--- config.mk ---
export PLATFORM = sky130hd
export DESIGN_NAME = line_encoder_seq_flat
export DESIGN_NICKNAME = d
export VERILOG_FILES = /design/src/rtl/line_encoder_seq_if.sv /design/src/rtl/line_encoder_seq.sv /design/src/flat_wrapper.sv
export SDC_FILE = /design/constraint.sdc
export NUM_CORES = 1
export LEC_CHECK = 0
export ABC_AREA = 1
export CORE_UTILIZATION = 41
export CTS_CLUSTER_DIAMETER = 60
export CTS_CLUSTER_SIZE = 40
export DETAILED_ROUTE_END_ITERATION = 12
export HOLD_SLACK_MARGIN = 0.02
export PLACE_DENSITY = 0.69
export SETUP_SLACK_MARGIN = 0.2
export SLEW_MARGIN = 30
export SYNTH_ARGS = -nofsm -noshare
export SYNTH_HDL_FRONTEND = slang
export SYNTH_SLANG_ARGS = --single-unit
--- constraint.sdc ---
create_clock -name clk -period 2.2 [get_ports clk]
set_input_delay 0.44 -clock clk [delete_from_list [all_inputs] [get_ports clk]]
set_output_delay 0.44 -clock clk [all_outputs]
set_load 0.01 [all_outputs]
--- src/rtl/line_encoder_seq_if.sv ---
// Request/handshake bundle between a line-request source and the line encoder.
// The master drives requests and Ready; the slave (encoder) returns the code and status.
interface line_encoder_seq_if;
  logic       Enable;
  logic [7:0] F_in;
  logic       Ready;
  logic       Clr_ovr;
  logic       A;
  logic       B;
  logic       C;
  logic       Valid;
  logic       Busy;
  logic       Overrun;

  modport master (
    output Enable, F_in, Ready, Clr_ovr,
    input  A, B, C, Valid, Busy, Overrun
  );

  modport slave (
    input  Enable, F_in, Ready, Clr_ovr,
    output A, B, C, Valid, Busy, Overrun
  );
endinterface

--- src/rtl/line_encoder_seq.sv ---
// Registered 8-line-to-3-bit encoder: pending request set drained lowest line first,
// each line i presented as {A,B,C} = 7-i behind a Valid/Ready handshake.
module line_encoder_seq #(
  parameter bit CLEAR_ON_DISABLE = 1'b1
) (
  input logic               clk,
  input logic               rst_n,
  line_encoder_seq_if.slave bus
);

  logic [7:0] pend_p0;
  logic [2:0] abc_p1;
  logic       vld_p1;
  logic       ovr_q;

  logic       load_opp;
  logic [7:0] grant;
  logic       load;
  logic       ovr_set;
  logic [7:0] pend_nxt;

  // Isolate the lowest set bit: line 0 has the highest priority.
  function automatic logic [7:0] lowest_onehot(input logic [7:0] v);
    return v & (~v + 8'd1);
  endfunction

  function automatic logic [2:0] code_of(input logic [7:0] onehot);
    logic [2:0] code;
    code = 3'd0;
    for (int i = 0; i < 8; i++) begin
      if (onehot[i]) code = 3'(7 - i);
    end
    return code;
  endfunction

  always_comb begin
    load_opp = !vld_p1 || bus.Ready;
    grant    = load_opp ? lowest_onehot(pend_p0) : 8'd0;
    load     = |grant;
    ovr_set  = bus.Enable && (|(bus.F_in & pend_p0 & ~grant));
    if (bus.Enable) begin
      pend_nxt = (pend_p0 & ~grant) | bus.F_in;
    end else if (CLEAR_ON_DISABLE) begin
      pend_nxt = 8'd0;
    end else begin
      pend_nxt = pend_p0 & ~grant;
    end
  end

  // Stage p0 -> p1: pending set feeds the output register on each load opportunity.
  always_ff @(posedge clk or negedge rst_n) begin
    if (!rst_n) begin
      pend_p0 <= 8'd0;
      abc_p1  <= 3'd0;
      vld_p1  <= 1'b0;
      ovr_q   <= 1'b0;
    end else begin
      pend_p0 <= pend_nxt;
      if (load_opp) begin
        vld_p1 <= load;
        if (load) abc_p1 <= code_of(grant);
      end
      if (ovr_set) begin
        ovr_q <= 1'b1;
      end else if (bus.Clr_ovr) begin
        ovr_q <= 1'b0;
      end
    end
  end

  assign bus.A       = abc_p1[2];
  assign bus.B       = abc_p1[1];
  assign bus.C       = abc_p1[0];
  assign bus.Valid   = vld_p1;
  assign bus.Busy    = (|pend_p0) || vld_p1;
  assign bus.Overrun = ovr_q;

endmodule
--- src/flat_wrapper.sv ---
// flat-port wrapper written by rule: the top's interface ports become plain ports
module line_encoder_seq_flat 
#(
  parameter bit CLEAR_ON_DISABLE = 1'b1
)
  (clk, rst_n, bus_Enable, bus_F_in, bus_Ready, bus_Clr_ovr, bus_A, bus_B, bus_C, bus_Valid, bus_Busy, bus_Overrun);
  line_encoder_seq_if bus_i ();
  input logic clk;
  input logic rst_n;
  input wire logic [$bits(bus_i.Enable)-1:0] bus_Enable;
  input wire logic [$bits(bus_i.F_in)-1:0] bus_F_in;
  input wire logic [$bits(bus_i.Ready)-1:0] bus_Ready;
  input wire logic [$bits(bus_i.Clr_ovr)-1:0] bus_Clr_ovr;
  output wire logic [$bits(bus_i.A)-1:0] bus_A;
  output wire logic [$bits(bus_i.B)-1:0] bus_B;
  output wire logic [$bits(bus_i.C)-1:0] bus_C;
  output wire logic [$bits(bus_i.Valid)-1:0] bus_Valid;
  output wire logic [$bits(bus_i.Busy)-1:0] bus_Busy;
  output wire logic [$bits(bus_i.Overrun)-1:0] bus_Overrun;
  assign bus_i.Enable = bus_Enable;
  assign bus_i.F_in = bus_F_in;
  assign bus_i.Ready = bus_Ready;
  assign bus_i.Clr_ovr = bus_Clr_ovr;
  assign bus_A = bus_i.A;
  assign bus_B = bus_i.B;
  assign bus_C = bus_i.C;
  assign bus_Valid = bus_i.Valid;
  assign bus_Busy = bus_i.Busy;
  assign bus_Overrun = bus_i.Overrun;
  line_encoder_seq #(.CLEAR_ON_DISABLE(CLEAR_ON_DISABLE)) u_core (.clk(clk), .rst_n(rst_n), .bus(bus_i));
endmodule
==> impl_summary.txt <==
----------------------------------------------------
[Final layout]
  Count of placed standard cells in the final layout, fillers left out ... 151
  Signed area change from the synthesized netlist to the final layout ... 35.0%
  Layout cell share with drive strength beyond 1 ... 12.6%
  Number of inserted diodes ... 0
  Count of fill cells added during filler insertion ... 144
  Nets ... 141

[Min path]
  Worst hold path stage count ... 2
  Worst hold start ... u_core.abc_p1[2]$_DFFE_PN0P_
  Type of the most critical hold path ... register to register
  Endpoint of the worst hold path ... u_core.abc_p1[2]$_DFFE_PN0P_

[Synth]
  Synthesized area ... 741 um^2
  Compound-cell area share of the yosys netlist ... 7.43%
  Xor and xnor fraction of the mapped netlist area ... 0%
  Sequential-to-total area share from yosys stat ... 43.9%
  Post-Synth Adder-Cell Area ... 0%
  Number of distinct library cell variants in the gate-level netlist after synthesis ... 16
  Fraction of synthesized cell area taken by the top area cell type ... 43.9%
  Main combinational cell family by area after synthesis ... simple AND/OR/NAND/NOR gates
  Mean area per synthesized cell ... 7.26 um^2
  Synthesized-area fraction occupied by and/or/nand/nor cells ... 42.1%
  Yosys warning count ... 0
  Mux contribution to synthesized area ... 0%
  Number of flip-flops and latches in the synthesized netlist ... 13
  Cell types occupying the most area after synthesis ... sky130_fd_sc_hd__dfrtp_1, sky130_fd_sc_hd__nand2_1, sky130_fd_sc_hd__nor2_1, sky130_fd_sc_hd__inv_1, sky130_fd_sc_hd__nor2_4
  Mapped Cells ... 102
  Synthesized net count ... 115
  Biggest area consumer among synthesized cells ... sky130_fd_sc_hd__dfrtp_1

[Clock tree]
  Worst-skew pair later-pin latency ... 280 ps
  TritonCTS clock tree ... built
  Clock buffers created by TritonCTS ... 3
  Hold buffer count at cts ... 0
  CTS root buf ... sky130_fd_sc_hd__clkbuf_4
  H-tree levels ... 1
  Clock transition at path regs ... 80 ps
  Clock Path Buffers ... 2
  Number of clock sinks ... 13

[Worst setup path]
  Crit-path cells ... nor2_4 -> nand2_4 -> nor2_4 -> nand2_1 -> dlygate4sd2_1
  Capturing point of the worst reg2reg path ... u_core.abc_p1[1]$_DFFE_PN0P_
  CP max FO ... 4
  First element of the critical path ... u_core.pend_p0[0]$_DFF_PN0_
  Register-to-register setup slack ... 870 ps
  Kind of critical path ... register to output pin
  Reg-to-reg critical path startpoint ... u_core.bus.Valid$_DFFE_PN0P_
  Maximum cell stage delay along the critical path ... 410 ps
  Required time of the worst setup path ... 1760 ps
  Length in cells of the worst reg-to-reg path ... 7
  Startpoint class of the critical path ... register
  Critical Path AT ... 1390 ps
  Most Frequent Cell on Critical Path ... sky130_fd_sc_hd__nor2_4
  Crit path max-delay cell type ... sky130_fd_sc_hd__dfrtp_1
  Setup crit end kind ... output pin

[Global routing]
  Antenna violations before repair ... 0
  Maximum number of pins on one net before global-route repair ... 14
  GR peak layer ... met2
  GR Layer Usage met3 ... 3.67%
  First-pass GRT wire length ... 2560 um
  Grt total ovfl ... 0
  Via count of the first global-routing pass ... 600
  Met1 track utilization from global routing ... 25.3%
  Global-route track usage on met2 ... 27.6%
  Global-route usage over all layers ... 18.7%

[Drt]
  Via count ... 712
  Post-DR vias/cell ... 4.72
  DR WL/cell ... 10.3 um
  DRC Markers ... 0
  Final Routed Wirelength ... 1560 um
  DR pass1 iterations ... 4
  Post-detailed-route count of antenna-violating nets ... 0
  DRC violation total after the first TritonRoute iteration ... 22

[Power and ir drop]
  Maximum ir drop on the vdd rail ... 397 uV
  Lkg Pwr ... 0.485 nW
  Design Power ... 0.627 mW
  Power density over the cells ... 627 nW/um^2

[Timing]
  Setup slack after layout ... 367 ps
  Finish-stage setup viols ... 0
  Final slew viol count ... 0
  Final setup TNS ... 0 ps
  Final number of hold-violating endpoints ... 0
  Final critical path time including I/O delays and setup ... 1830 ps
  Period utilization ... 83.3%
  Peak Freq ... 546 MHz
  RSZ-0062 raised after global routing ... no
  Slew of the pin with the lowest slew margin ... 596 ps
  Skew final ... 2.39 ps
  Slew margin rel. ... 60.2%

[Floorplan]
  DIE AREA ... 1980 um^2
  IO Pins ... 19
  Starting density of the core ... 46.5%
  Die Wd ... 44.5 um
  Chip height ... 44.5 um
  Placement Rows ... 14
  CORE AREA ... 1590 um^2

[Placed design]
  IO buf count ... 18
  Global placement routability congestion ... 0.857
  Post-placement worst setup slack ... 329 ps
  Number of placed instances, taps included ... 144
  Detail Placement HPWL ... 1210 um

[Outcome]
  Result of the run ... finished clean

[Run]
  Max cap viols ... 0

----------------------------------------------------
cell usage after synthesis, drive strengths merged:
cell    n
nand2  30
nor2   27
dfrtp  13
inv    13
nand3   6
a21oi   5
o21ai   3
o21a    2
and3    1
nand4   1
nor3    1
layout make-up:
class	count	area (um^2)	area share, %
repair buffers	21	201	20.2
multi-input cells	76	367	36.7
flip-flops and latches	13	327	32.7
clock buffers	4	26.3	2.63
well taps	24	30.0	3.00
inverters	13	48.8	4.88
cells by family after synthesis:
kind of cell,after synthesis
AOI/OAI and AO/OA,10
DFF,13
buffers and inverters,13
and+or+nand+nor,66
layout by cell type, fill, tap and decap left out, drive strengths merged:
cell	netlist	layout
a21oi	5	5
buf	0	3
nand2	30	30
nor3	1	1
clkbuf	0	4
clkdlybuf4s50	0	17
nor2	27	27
o21a	2	2
nand3	6	6
inv	13	13
nand4	1	1
and3	1	1
o21ai	3	3
dlygate4sd2	0	1
dfrtp	13	13
worst max-delay path by stage:
stage,endpoint,slack (ps),cells after the start
4_1_cts,bus_Busy,360,5
6_report,bus_Busy,370,5
3_5_place_dp,u_core.abc_p1[1]$_DFFE_PN0P_,330,9
5_1_grt,bus_Busy,260,5
2_1_floorplan,bus_Busy,920,4
3_3_place_gp,u_core.abc_p1[1]$_DFFE_PN0P_,400,9
sequential cells by signal, indices dropped and copies added, names as in the netlist:
signal,count
u_core.bus.Overrun,1
u_core.bus.Valid,1
u_core.abc_p1,3
u_core.pend_p0,8
per-stage QoR:
stage	cell area (um^2)	hold WS, ps	util [%]
global placement	951	460	59.7
floorplan	741	144	-
detailed placement	951	460	59.7
global route	1000	500	62.7
CTS	1000	480	62.7
finish	1000	480	62.7
worst max-delay path, delay by kind of cell, from the launching register on:
kind | cells | cell delay (ps)
buffers and inverters | 1 | 280
AND/OR/NAND/NOR | 4 | 430
flip-flops | 1 | 410
per-layer routing:
layer	vias up	routed length, um
met1	323	724
met3	5	95
met5	-	0
met4	0	35
met2	20	700
li1	364	-
timing repair:
action | CTS | global route
resized for setup | 2 | 0
endpoints found under the setup margin | 1 | 0
setup buffers | 3 | 0
power breakdown:
part / total (mW) / leakage [nW] / switching, mW / internal (mW)
Sequential: 0.289 / 0.156 / 0.0212 / 0.268
Combinational: 0.187 / 0.314 / 0.0925 / 0.0946
Clock: 0.151 / 0.0150 / 0.0805 / 0.0703
Total: 0.627 / 0.485 / 0.194 / 0.433
Note: power is estimated with default switching activity, not from simulation.
